### config.mk
export PLATFORM = sky130hd
export DESIGN_NAME = wb_port_arbiter
export DESIGN_NICKNAME = d
export VERILOG_FILES = /design/src/rtl/wb_port_arbiter.sv
export SDC_FILE = /design/constraint.sdc
export NUM_CORES = 1
export LEC_CHECK = 0
export ABC_AREA = 1
export CORE_UTILIZATION = 53
export DETAILED_ROUTE_END_ITERATION = 12
export GPL_TIMING_DRIVEN = 0
export PLACE_DENSITY = 0.9
export SLEW_MARGIN = 20
export SYNTH_ARGS = -nofsm -noshare
export SYNTH_HDL_FRONTEND = slang
export SYNTH_SLANG_ARGS = --single-unit
### constraint.sdc
create_clock -name clock_i -period 6.7 [get_ports clock_i]
set_input_delay 0.67 -clock clock_i [delete_from_list [all_inputs] [get_ports clock_i]]
set_output_delay 0.67 -clock clock_i [all_outputs]
set_load 0.02 [all_outputs]
### src/rtl/wb_port_arbiter.sv
// wb_port_arbiter: shares the single register-file write port between the
// pipeline writeback stage (A, priority) and a multicycle unit (B, FIFO-buffered).
// A starvation counter forces one B grant by stalling the pipeline for a cycle.
//
// Ports:
//   clock_i, rst_i                    clock (rising edge), async active-high reset
//   wb_valid_i/wb_rd_i/wb_data_i      pipeline writeback request
//   mc_valid_i/mc_rd_i/mc_data_i      multicycle result, accepted when mc_ready_o
//   mc_ready_o                        FIFO not full (low while in reset)
//   rf_we_o/rf_rd_o/rf_data_o         registered register-file write port
//   stall_o                           one-cycle pipeline hold on B starvation
//   busy_mask_o                       registers with a B result still pending
module wb_port_arbiter #(
    parameter int unsigned DATA_W       = 16,
    parameter int unsigned ADDR_W       = 4,
    parameter int unsigned DEPTH        = 2,
    parameter int unsigned STARVE_LIMIT = 4
) (
    input  logic                     clock_i,
    input  logic                     rst_i,
    input  logic                     wb_valid_i,
    input  logic [ADDR_W-1:0]        wb_rd_i,
    input  logic [DATA_W-1:0]        wb_data_i,
    input  logic                     mc_valid_i,
    output logic                     mc_ready_o,
    input  logic [ADDR_W-1:0]        mc_rd_i,
    input  logic [DATA_W-1:0]        mc_data_i,
    output logic                     rf_we_o,
    output logic [ADDR_W-1:0]        rf_rd_o,
    output logic [DATA_W-1:0]        rf_data_o,
    output logic                     stall_o,
    output logic [(2**ADDR_W)-1:0]   busy_mask_o
);

    localparam int unsigned PTR_W = $clog2(DEPTH);
    localparam int unsigned OCC_W = PTR_W + 1;
    localparam int unsigned CNT_W = $clog2(STARVE_LIMIT + 1);

    logic [ADDR_W-1:0] fifo_rd_q   [DEPTH];
    logic [DATA_W-1:0] fifo_data_q [DEPTH];
    logic [OCC_W-1:0]  wr_ptr_q, rd_ptr_q;
    logic [OCC_W-1:0]  count;
    logic [CNT_W-1:0]  cnt_q, cnt_d;
    logic              stall_q;
    logic              rf_we_q, rf_from_b_q;
    logic [ADDR_W-1:0] rf_rd_q;
    logic [DATA_W-1:0] rf_data_q;
    logic              empty, full, accept, grant_a, grant_b;
    logic [PTR_W-1:0]  head_idx;
    logic [PTR_W-1:0]  idx;

    // Occupancy from the extra pointer bit distinguishes full from empty
    assign count      = wr_ptr_q - rd_ptr_q;
    assign empty      = (count == '0);
    assign full       = (count == OCC_W'(DEPTH));
    assign mc_ready_o = !full && !rst_i;
    assign accept     = mc_valid_i && mc_ready_o;
    assign head_idx   = rd_ptr_q[PTR_W-1:0];

    // While stalled the pipeline re-presents its request, so B wins outright
    assign grant_b = !empty && (stall_q || !wb_valid_i);
    assign grant_a = wb_valid_i && !(stall_q && !empty);

    // Starvation counter: cleared when nothing waits or the head is served
    always_comb begin
        cnt_d = cnt_q;
        if (empty || grant_b) begin
            cnt_d = '0;
        end else if (cnt_q != CNT_W'(STARVE_LIMIT)) begin
            cnt_d = cnt_q + CNT_W'(1);
        end
    end

    // Pending-register mask: live FIFO entries plus a B write in the output stage
    always_comb begin
        busy_mask_o = '0;
        idx         = '0;
        for (int i = 0; i < int'(DEPTH); i++) begin
            idx = head_idx + PTR_W'(i);
            if (OCC_W'(i) < count) begin
                busy_mask_o[fifo_rd_q[idx]] = 1'b1;
            end
        end
        if (rf_we_q && rf_from_b_q) begin
            busy_mask_o[rf_rd_q] = 1'b1;
        end
    end

    // FIFO payload storage; validity is tracked by the pointers alone
    always_ff @(posedge clock_i) begin
        if (accept) begin
            fifo_rd_q[wr_ptr_q[PTR_W-1:0]]   <= mc_rd_i;
            fifo_data_q[wr_ptr_q[PTR_W-1:0]] <= mc_data_i;
        end
    end

    // Pointers, starvation state and registered write port
    always_ff @(posedge clock_i or posedge rst_i) begin
        if (rst_i) begin
            wr_ptr_q    <= '0;
            rd_ptr_q    <= '0;
            cnt_q       <= '0;
            stall_q     <= 1'b0;
            rf_we_q     <= 1'b0;
            rf_from_b_q <= 1'b0;
            rf_rd_q     <= '0;
            rf_data_q   <= '0;
        end else begin
            if (accept) begin
                wr_ptr_q <= wr_ptr_q + OCC_W'(1);
            end
            if (grant_b) begin
                rd_ptr_q <= rd_ptr_q + OCC_W'(1);
            end
            cnt_q       <= cnt_d;
            stall_q     <= (cnt_d == CNT_W'(STARVE_LIMIT));
            rf_we_q     <= grant_a || grant_b;
            rf_from_b_q <= grant_b;
            if (grant_a) begin
                rf_rd_q   <= wb_rd_i;
                rf_data_q <= wb_data_i;
            end else if (grant_b) begin
                rf_rd_q   <= fifo_rd_q[head_idx];
                rf_data_q <= fifo_data_q[head_idx];
            end
        end
    end

    assign rf_we_o   = rf_we_q;
    assign rf_rd_o   = rf_rd_q;
    assign rf_data_o = rf_data_q;
    assign stall_o   = stall_q;

endmodule

==> results.cfg, run 1 <==
[placed_design]
port_buffers = 82
place.gp.congestion = 0.862
dpl_cell_area_um2 = 4370
dp_hpwl_um = 6490

[final_layout]
multi_input_area_um2 = 1260
final_layout_size_suffix_gt1_frac = 0.0754
diodes = 0
regArea_um2 = 1950
fill_cells = 433
area_delta_synth_final_pct = 32.8
post-route-cell-area_um2 = 4570
fin_nets = 546

[floorplan]
coreArea_um2 = 6100
die_h_um = 82.5
chipWidth_um = 82.5
io_pins = 83
initial_core_util = 0.564
design.die.area_um2 = 6810
row_count = 28

[global_route]
antenna_found_initial = 0
grt_max_degree = 33
grtUsageTotal = 0.271
grt_pass1_vias = 2829
grt_pass1_wl_um = 13300
grt_overflow = 0

[timing]
post-route-period-util = 0.494
slew_headroom = 0.492
fin_crit_ps = 3310
fmax_mhz = 302
slew_viol_final = 0
worst_slew_pin_slew_ps = 762
final-hold-violation-count = 0
setup-tns-final_ps = 0
rsz0062_at_grt = false
clock_skew_ps = 8.85
setup_viol = 0

[clock_tree]
cts.clk_slew.worst_paths_ps = 70
postCtsSetupBuffers = 0
cts_buffer_depth = 2
hold_buffers = 0
cts_root_buf = clkbuf_8
cts_max_level = 3
cts_tree = built
cts.sinks = 70
cts_resized = 0
numCtsBuffers = 9
clock_latency_ps = 340

[drt]
wl_um = 8620
drtAntennaViolNets = 0
routedWlPerCell_um = 14.9
vias = 3088
drc = 0
first_pass_iters = 5
routed_via_density = 5.33
drt_iter0_drc = 251

[job]
cap_violations = 0

[yosys]
synthCells = 405
synthMuxAreaShare = 0
synthAdderAreaFrac = 0.0109
synth_top_family_by_area = simple AND/OR/NAND/NOR gates
synth_nets = 452
yosys_warnings = 0
synth-simple-area-share = 0.271
synth_compound_area_frac = 0.0771
netlist_area_um2 = 3440
ys_types = 23
synth-seq-cells = 70
synth-xor-area-share = 0.00764
ys_seq_area_frac = 0.568
avgSynthCellArea_um2 = 8.49

[power]
power.total_uw = 2160
p_leak_uw = 0.00199
ir_worst_vdd_mv = 0.252
powerDensity_nw_per_um2 = 472

[setup_path]
critPathMaxFanout = 5
slowest_stage = clkdlybuf4s50_1
path_class = reg -> out
worst_setup_path_start_kind = flip-flop
crit_buf_inv = 4
cp_cell_sequence = inv_1 > ha_1 > inv_1 > nand2_1 > nand2_1 > nand2_1 > nand2_2 > nand2_2 > inv_1 > nor2_1 > nand2_1 > nand3_1 > clkdlybuf4s50_1
crit_arrival_ps = 2640
critPathTopFamily = buffers and inverters
cp-end-kind = output pin
cp.required_ps = 6030
critPathMostFrequentCell = nand2_1
slowest_delay_ps = 610

[min_path]
hold_path.class = reg -> reg

[status]
outcome = completed
## worst register-to-register path: cells and delay by family (launching register included)
| kind | cells | cell delay, ps |
|---|---|---|
| DFF | 1 | 470 |
| adders and majority gates | 1 | 240 |
| and+or+nand+nor | 7 | 530 |
| buffers and inverters | 4 | 830 |
## sequential cells by signal, summed over array words and instances, names as in the netlist
register	flops
rf_rd_o	4
rd_ptr_q	2
stall_o	1
wr_ptr_q	2
rf_we_o	1
rf_from_b_q	1
rf_data_o	16
fifo_rd_q	8
fifo_data_q	32
cnt_q	3
## cells in the mapped netlist
| library cell | instances | share of area |
|---|---|---|
| nor2_1 | 44 | 0.048 |
| ha_1 | 3 | 0.011 |
| buf_2 | 8 | 0.012 |
| o21ai_2 | 2 | 0.0051 |
| nor3_2 | 1 | 0.0029 |
| xnor2_1 | 1 | 0.0025 |
| dfrtp_1 | 30 | 0.22 |
| nand4_1 | 4 | 0.0073 |
| inv_2 | 1 | 0.0011 |
| inv_1 | 36 | 0.039 |
| or2_1 | 2 | 0.0036 |
| nor3_1 | 5 | 0.0073 |
| o21ai_0 | 27 | 0.039 |
| a21oi_1 | 20 | 0.029 |
| nand2_1 | 123 | 0.13 |
| buf_4 | 4 | 0.0087 |
| nand2_2 | 3 | 0.0055 |
| o211ai_1 | 1 | 0.0022 |
| edfxtp_1 | 40 | 0.35 |
| o21ai_1 | 1 | 0.0015 |
| nand3_1 | 43 | 0.063 |
| clkbuf_1 | 4 | 0.0044 |
| xor2_1 | 2 | 0.0051 |
## cell usage in the layout, fill, tap and decap left out, types with 3 or more instances in the layout
cell	instances
clkdlybuf4s50_1	82
inv_1	35
dfrtp_1	30
clkbuf_1	4
buf_4	4
clkbuf_8	9
buf_2	8
nand4_1	4
nand2_2	3
nor2_1	43
ha_1	3
nand3_1	43
o21ai_0	27
edfxtp_1	40
nand2_1	123
a21oi_1	20
nor3_1	5
## path summary, 6_finish.rpt
| path | startpoint | end | slack, ps | cells after the start |
|---|---|---|---|---|
| worst max-delay path | wr_ptr_q[0] | busy_mask_o[10] | 3390 | 13 |
| worst min-delay path | wr_ptr_q[0] | wr_ptr_q[0] | 540 | 2 |
| worst max register to register | rd_ptr_q[0] | fifo_rd_q[0][3] | 4250 | 12 |
| worst min register to register | wr_ptr_q[0] | wr_ptr_q[0] | 540 | 2 |
| max in group asynchronous | rst_i | wr_ptr_q[0] | 5550 | 2 |
| min in group asynchronous | rst_i | rf_we_o | 730 | 2 |
## per-layer routing
| layer | GRT usage | share of wire | vias to the layer above |
|---|---|---|---|
| met5 | 0 | 0 | - |
| met4 | 0.122 | 0.020 | 0 |
| met3 | 0.0407 | 0.057 | 14 |
| met2 | 0.422 | 0.47 | 123 |
| met1 | 0.374 | 0.45 | 1440 |
| li1 | - | - | 1511 |
## stage by stage
| stage | util | std cells | hold WS (ps) | setup slack [ps] |
|---|---|---|---|---|
| after detailed placement | 0.717 | 563 | 510 | 3580 |
| after floorplan | - | 405 | 486 | 3790 |
| final | 0.749 | 579 | 539 | 3390 |
| after global placement | 0.714 | 562 | 505 | 2760 |
| after global routing | 0.749 | 579 | 560 | 3220 |
| after CTS | 0.749 | 579 | 530 | 3410 |
## cell type report
cell class,instances,area share
Clock buffer,9,0.0271
Inverter,37,0.0304
Clock inverter,7,0.0159
Sequential cell,70,0.427
Multi-Input combinational cell,282,0.277
Buffer,16,0.0186
Timing Repair Buffer,83,0.183
Tap cell,75,0.0205
## report_power, final
part / internal (uW) / total, uW / switching [uW]
sequential: 590 / 670 / 79.1
clock: 173 / 340 / 166
combinational: 441 / 1150 / 707
## cell families after synthesis
| kind of cell | count (synthesis) |
|---|---|
| buf+inv | 53 |
| flops | 70 |
| simple gates | 225 |
| fa+ha+maj | 3 |
| compound gates | 51 |
| xor+xnor | 3 |
Note: power is estimated with default switching activity, not from simulation.
==> run 2, diff against run 1 <==
CORE_UTILIZATION = 50   (was 53)
PLACE_DENSITY = 0.85   (was 0.9)
clock period = 3.38 ns   (was 6.7 ns; I/O delays follow)
==> run 2 against run 1 <==
  * Highest routed layer unchanged
  * Design area down 0.27%
  * Non-clock buffer count unchanged
  * The flow now finishes with violations (design-rule violations)
  * Largest cell class unchanged
  * Register-to-register slack worse by 3300 ps
  * Critical endpoint is now busy_mask_o[6]
==> results.cfg, run 2 (synthesis gave the netlist of run 1 again) <==
[final_layout]
area_delta_synth_final_pct = 32.5
final_common_cell = nand2_1
post-route-util = 0.701
final_layout_size_suffix_gt1_frac = 0.0754
diodes = 0
largest_reg_flops = 32
final_cell_mix = nand2_1 (123), clkdlybuf4s50_1 (82), nor2_1 (43), nand3_1 (43), edfxtp_1 (40)
fin_nets = 546
post-route-cell-area_um2 = 4550

[drt]
routed-wl-met3_um = 460
vias = 3037
drtAntennaViolNets = 0
drc = 6
routed_via_density = 5.23
drt_iter0_drc = 191
wl_met1_um = 3860
top_layer_used = met4
routedWlPerCell_um = 14.3
first_pass_iters = 9
wl_um = 8290
met2_length_um = 3880

[setup_path]
rrSetupSlack_ps = 930
critPathMaxFanout = 5
cp-end-kind = output pin
path_class = reg -> out
crit_end = busy_mask_o[6]
cp.required_ps = 3040
rr_endpoint = fifo_data_q[0][2]
setup.worst_path.start = wr_ptr_q[0]
crit_arrival_ps = 2700
worst_setup_path_start_kind = flip-flop
reg2reg_depth = 13
r2r-start = wr_ptr_q[0]

[clock_tree]
cts_max_level = 3
cts_root_buf = clkbuf_8
numCtsBuffers = 9
clock_latency_ps = 350
cts_tree = built
cts_buffer_depth = 2
postCtsSetupBuffers = 0
cts_resized = 0
hold_buffers = 0
cts.sinks = 70
cts.clk_slew.worst_paths_ps = 80

[global_route]
antenna_found_initial = 0
grtUsageTotal = 0.245
grt_overflow = 0
grt_pass1_wl_um = 13400
grt_pass1_vias = 2880
grt_max_degree = 33

[floorplan]
initial_core_util = 0.529
coreArea_um2 = 6490
row_count = 29
io_pins = 83
design.die.area_um2 = 7210
die_h_um = 84.9
chipWidth_um = 84.9

[power]
p_switching_uw = 1900
internal_power_uw = 2320
p_leak_uw = 0.00198
p_seq_frac = 0.314
power.share.clock = 0.148
p_comb_frac = 0.538
switching_share = 0.450
powerDensity_nw_per_um2 = 928
ir_worst_vdd_mv = 0.532
power.total_uw = 4220

[timing]
setup_viol = 0
final-hold-violation-count = 0
slew_headroom = 0.483
rsz0062_at_grt = false
clock_skew_ps = 7.48
fin_ws_ps = 341
slew_viol_final = 0
fin_crit_ps = 3040
post-route-period-util = 0.899
fmax_mhz = 329
worst_slew_pin_slew_ps = 775

[placed_design]
port_buffers = 82
dp_hpwl_um = 6290
place.gp.congestion = 0.835
dpl_cell_area_um2 = 4370
dp_slack_ps = 741

[job]
cap_violations = 0

[status]
failed_checks = design-rule violations
outcome = finished with violations

[min_path]
hold_path.class = in -> async
## run 2: cell types whose count changed in the layout (fill, tap and decap cells not counted)
| cell | change |
|---|---|
| clkinv_2 | -2 |
| buf_6 | +1 |
| buf_8 | -1 |
| bufinv_16 | -1 |
| clkinv_4 | +1 |
| inv_6 | +1 |
| inv_8 | +1 |
## run 2: stage by stage
step,hold slack (ps),std cells,TNS [ps]
2_1_floorplan,437,405,0
3_3_place_gp,506,564,-5880
3_5_place_dp,523,565,0
4_1_cts,404,581,0
5_1_grt,440,581,0
6_report,390,581,0
## run 2: power groups by stage
stage	Combinational (uW)	Sequential [uW]	Clock [uW]
6_report	2270	1330	626
5_1_grt	2480	1360	673
4_1_cts	2270	1330	635
3_5_place_dp	2250	1340	0
3_3_place_gp	2200	1330	0
2_1_floorplan	1240	1470	0
## run 2: critical path, stage by stage, from the launching register on
cell             delay (ps)
dfrtp_1                 410
inv_1                   120
ha_1                    180
inv_1                    50
nand2_1                  70
nand2_1                  60
nand2_1                  70
nand2_2                  90
nand2_2                 120
inv_1                    90
nor2_1                  290
nand2_1                  90
nand3_1                  90
clkdlybuf4s50_1         610
## run 2: worst min path at each step
stage | slack, ps | to | startpoint
2_1_floorplan | 440 | fifo_data_q[0][0] | mc_data_i[0]
3_3_place_gp | 510 | wr_ptr_q[0] | wr_ptr_q[0]
3_5_place_dp | 520 | rf_data_o[12] | rf_data_o[12]
4_1_cts | 400 | rf_data_o[7] | rst_i
5_1_grt | 440 | rf_data_o[5] | rst_i
6_report | 390 | rf_data_o[7] | rst_i
## run 2: layout make-up
class	instances	area, um2
Sequential cell	70	1950
Fill cell	477	1940
Multi-Input combinational cell	282	1260
Timing Repair Buffer	83	832
Inverter	37	139
Clock buffer	9	124
Tap cell	77	96.3
Buffer	16	85.1
Clock inverter	7	61.3
## run 2: metal layers
metal / track usage / vias to the layer above
met1: 0.336 / 1427
met3: 0.0720 / 9
met4: 0.0647 / 0
li1: - / 1512
met5: 0 / -
met2: 0.387 / 89
==> run 3, diff against run 2 <==
CORE_MARGIN = 2   (was default)
PLACE_DENSITY = 0.79   (was 0.85)
==> run 3 against run 2 <==
  * The run now ends clean
  * Via count up 0.43%
  * Cell count rose by 0.52%
  * Clock skew grew 5.8 ps
  * Global-route usage shrank 1.9 points
  * Design area is 1.4% higher
  * Largest power group unchanged
  * Sequential power about the same
  * Critical endpoint is now busy_mask_o[8]
  * Clock power is 30% higher
  * First-iteration DRC count fell by 3.7%
==> results.cfg, run 3 (synthesis gave the netlist of run 1 again) <==
[status]
outcome = completed

[setup_path]
r2r-start = wr_ptr_q[0]
crit_arrival_ps = 2670
rr_endpoint = fifo_rd_q[0][1]
cp-end-kind = output pin
rrSetupSlack_ps = 840
critPathMaxFanout = 5
reg2reg_depth = 13
worst_setup_path_start_kind = flip-flop
setup.worst_path.start = wr_ptr_q[0]
cp.required_ps = 3040
path_class = reg -> out

[timing]
setup-tns-final_ps = 0
fmax_mhz = 332
clock_skew_ps = 13.3
setup_viol = 0
post-route-period-util = 0.891
final-hold-violation-count = 0
rsz0062_at_grt = false
slew_viol_final = 0
slew_headroom = 0.473
worst_slew_pin_slew_ps = 789
fin_crit_ps = 3010
holdWs_ps = 410
fin_ws_ps = 369

[clock_tree]
cts_root_buf = clkbuf_8
postCtsSetupBuffers = 0
cts_buffer_depth = 2
cts_tree = built
cts.clk_slew.worst_paths_ps = 80
clock_latency_ps = 340
numCtsBuffers = 9
cts_resized = 0
cts.sinks = 70
hold_buffers = 0
cts_max_level = 3

[placed_design]
dpl_cell_area_um2 = 4370
dp_slack_ps = 739
place.gp.congestion = 0.901
dp_hpwl_um = 6370
port_buffers = 82

[power]
p_leak_uw = 0.00201
powerDensity_nw_per_um2 = 957
ir_worst_vdd_mv = 0.453

[drt]
routedWlPerCell_um = 14.4
drc = 0
first_pass_iters = 4
drtAntennaViolNets = 0
routed_via_density = 5.22
wl_um = 8390
drt_iter0_drc = 184
vias = 3050

[global_route]
grt_pass1_vias = 2837
antenna_found_initial = 0
grt_pass1_wl_um = 13200
grt_overflow = 0
grt_max_degree = 33
grtUsageTotal = 0.227

[final_layout]
post-route-cell-area_um2 = 4620
diodes = 0
area_delta_synth_final_pct = 34.3
final_layout_size_suffix_gt1_frac = 0.0754
final_common_cell = nand2_1
fin_nets = 546
largest_reg_flops = 32
post-route-util = 0.687
final_cell_mix = nand2_1 (123), clkdlybuf4s50_1 (82), nor2_1 (43), nand3_1 (43), edfxtp_1 (40)

[floorplan]
initial_core_util = 0.512
io_pins = 83
coreArea_um2 = 6720
die_h_um = 86.9
chipWidth_um = 86.9
design.die.area_um2 = 7560
row_count = 30

[min_path]
hold_path.class = in -> async

[job]
cap_violations = 0
[run 3: cell count changes in the layout (fill, tap and decap cells not counted)]
cell and change:
inv_6 -2, clkinv_2 +1, clkinvlp_4 -1, inv_8 -1
bufinv_16 +3
[run 3: metal layers]
metal | wire, um | vias up | share of wire | GRT usage
li1 | - | 1511 | - | -
met1 | 3770 | 1431 | 0.45 | 0.322
met2 | 4100 | 101 | 0.49 | 0.361
met3 | 462 | 7 | 0.055 | 0.0483
met4 | 61 | 0 | 0.0073 | 0.0497
met5 | 0 | - | 0 | 0
[run 3: final cells by class]
cell class	count	area, um2
sequential	70	1950
multi-input combinational	282	1260
clock inverter	7	120
fill	539	2100
timing repair buffer	83	832
tap	80	100
buffer	16	85.1
inverter	37	139
clock buffer	9	124
[run 3: power by group]
group          total, uW  leakage [uW]  switching (uW)  internal [uW]
sequential          1330      0.000718             162           1170
clock                813      0.000120             320            492
combinational       2270       0.00118            1400            872
[run 3: how the worst max path moves through the flow]
stage / end / slack, ps / depth (start not counted)
after floorplan: fifo_data_q[1][0] / 800 / 3
after global placement: fifo_data_q[1][8] / -310 / 4
after detailed placement: busy_mask_o[8] / 740 / 13
after CTS: busy_mask_o[8] / 370 / 13
after global routing: busy_mask_o[12] / 180 / 13
final: busy_mask_o[8] / 370 / 13
[run 3: per-stage QoR]
step,cells,power [uW]
after CTS,584,4430
final,584,4420
after global placement,567,3540
after global routing,584,4720
after floorplan,405,2720
after detailed placement,568,3610
[run 3: worst max-delay path, cell delays in order, from the launching register on]
cell and delay [ps]:
dfrtp_1 410, inv_1 130, ha_1 180, inv_1 40, nand2_1 70, nand2_1 70
nand2_1 80, nand2_2 90, nand2_2 120, nand2_1 80, nor2_1 240, nand2_1 110
nand3_1 90, clkdlybuf4s50_1 620
==> variant (settings of run 3) <==
Make the reset (`rst_i`) synchronous in one clocked block. Comments in the files are not updated.
--- a/src/rtl/wb_port_arbiter.sv
+++ b/src/rtl/wb_port_arbiter.sv
@@ -96,5 +96,5 @@
 
     // Pointers, starvation state and registered write port
-    always_ff @(posedge clock_i or posedge rst_i) begin
+    always_ff @(posedge clock_i) begin
         if (rst_i) begin
             wr_ptr_q    <= '0;
Behaviour: differs if rst_i is asserted again (counterexample within 4 cycles, from zero or initial values and one cycle with rst_i high); with rst_i held inactive, the same outputs for 4 cycles.
==> variant against run 3 <==
  * Worst setup slack worse by 0.13 ns
  * Sequential share of layout area is 2.8 points lower
  * Wire length is 0.82% higher
  * Utilization stayed put
  * First-iteration DRC count is 33% lower
  * Area after synthesis is 0.11% lower
  * Design area stayed put
  * Sequential cell count is 1 higher
  * Clock skew is 0.0016 ns lower
  * Highest routed layer unchanged
Power is not compared: it rests on default switching activity, and its combinational part moved more than twofold at a synthesized area within 25%.
==> variant: results (changes against run 3) <==
* Status: complete, no violations
* Most frequent cells after synthesis: nand2_1, nand3_1, inv_1
* Final Non-Filler Cells at 587 (+0.51%)
* Syn Nets at 455 (+0.66%)
* Nets at 549 (+0.55%)
* Clock Skews at 0.0116 ns (-0.00165 ns)
* Buffers added on ports at 81 (-1.2%)
* R2r setup slk at 1.10 ns (+0.26 ns)
* 1st-iter DRT viols at 124 (-33%)
* First-pass GRT wire length at 13.6 mm (+2.5%)
* Slew headroom at 0.616 (+0.143)
* Routability Congestion at 0.927 (+2.9%)
* CTS clock-pin slew for the worst setup and hold paths at 0.08 ns (about the same)
* GR Util All Layers at 0.237 (+0.0100)
* Met1 Usage GRT at 0.310 (-0.0124)
* Post-DP HPWL at 6.34 mm (-0.41%)
* Via count at 3029 (-0.69%)
* Pin count of the biggest net entering global routing at 15 (-55%)
* WP data arrival at 2.80 ns (+0.13 ns)
* Share of layout cells above drive strength 1 at 0.0848 (+0.00942)
* Worst Path Max Fanout at 6 (+1)
* Yosys cell types at 26 (+13%)
* Vias in the first global route at 2830 (-0.25%)
* DP Worst Slack at 0.506 ns (-0.233 ns)
* Placed cells at 571 (+0.53%)
* Sequential area share after synthesis at 0.530 (-0.0373)
* WL/cell at 14.4 um (+0.31%)
* Top post-synthesis cells by area: edfxtp_1, dfxtp_1, nand2_1, nand3_1, inv_1
* Global Route met3 Usage at 0.0739 (+0.0256)
* Peak Freq at 318 MHz (-4.2%)
* Mapped Cells at 408 (+0.74%)
* Async SR Flop Fraction at 0 (-0.429)
* Grt met2 use at 0.365 (+0.00416)
* Hold Path Class: input pin to flop
variant: layout make-up:
cell class / instances / area (sq um)
Buffer: 14 / 68.8
Clock buffer: 9 / 124
Clock inverter: 7 / 104
Fill cell: 532 / 2100
Inverter: 54 / 205
Multi-Input combinational cell: 269 / 1350
Sequential cell: 71 / 1820
Tap cell: 80 / 100
Timing Repair Buffer: 83 / 841
variant: cell families after synthesis:
group                    after synthesis  synth area share
flip-flops                            71             0.530
AND/OR/NAND/NOR                      233             0.301
multiplexers                          16            0.0466
buffers and inverters                 68            0.0798
adder cells (fa/ha/maj)                3            0.0109
AO/OA/AOI/OAI                         14            0.0233
XOR/XNOR                               3           0.00765
variant: critical path, cell delays in order (launching register included):
cell and delay [ns]:
dfxtp_1 0.38, inv_1 0.11, ha_1 0.22, inv_1 0.06, nand2_1 0.06, nand3_1 0.10
nand2_1 0.17, nand2_2 0.17, inv_1 0.07, nor2_1 0.31, nand2_1 0.09, nand3_1 0.11
clkdlybuf4s50_1 0.60
variant: metrics by stage:
stage           util  power [mW]  cell area (sq um)
2_1_floorplan      -        1.67               3430
3_3_place_gp   0.647        2.01               4350
3_5_place_dp   0.652        2.04               4380
4_1_cts        0.686        2.81               4610
5_1_grt        0.687        2.96               4620
6_report       0.687        2.81               4620
variant: repair_timing:
action,CTS,global route
buffers inserted,0,0
gates resized for setup,0,4
endpoints found under the setup margin,0,16
variant: where the power goes:
group	internal, mW	leakage [nW]	switching, mW	total [mW]
sequential	1.02	0.623	0.0703	1.09
combinational	0.371	1.23	0.575	0.945
clock	0.424	0.108	0.346	0.770
variant: routing by layer:
metal | routed length [um] | share of wire
met5 | 0 | 0
met4 | 129 | 0.015
met3 | 673 | 0.080
met2 | 4080 | 0.48
met1 | 3570 | 0.42
variant: path summary, 6_finish.rpt:
path,from,end,depth (start not counted)
hold reg to reg,rf_data_o[5]$_SDFFE_PP0P_,rf_data_o[5]$_SDFFE_PP0P_,2
setup reg to reg,wr_ptr_q[0]$_SDFFE_PP0P_,fifo_data_q[0][11]$_DFFE_PP_,10
hold / removal,rst_i,rf_from_b_q$_SDFF_PP0_,2
setup / recovery,wr_ptr_q[0]$_SDFFE_PP0P_,busy_mask_o[14],12
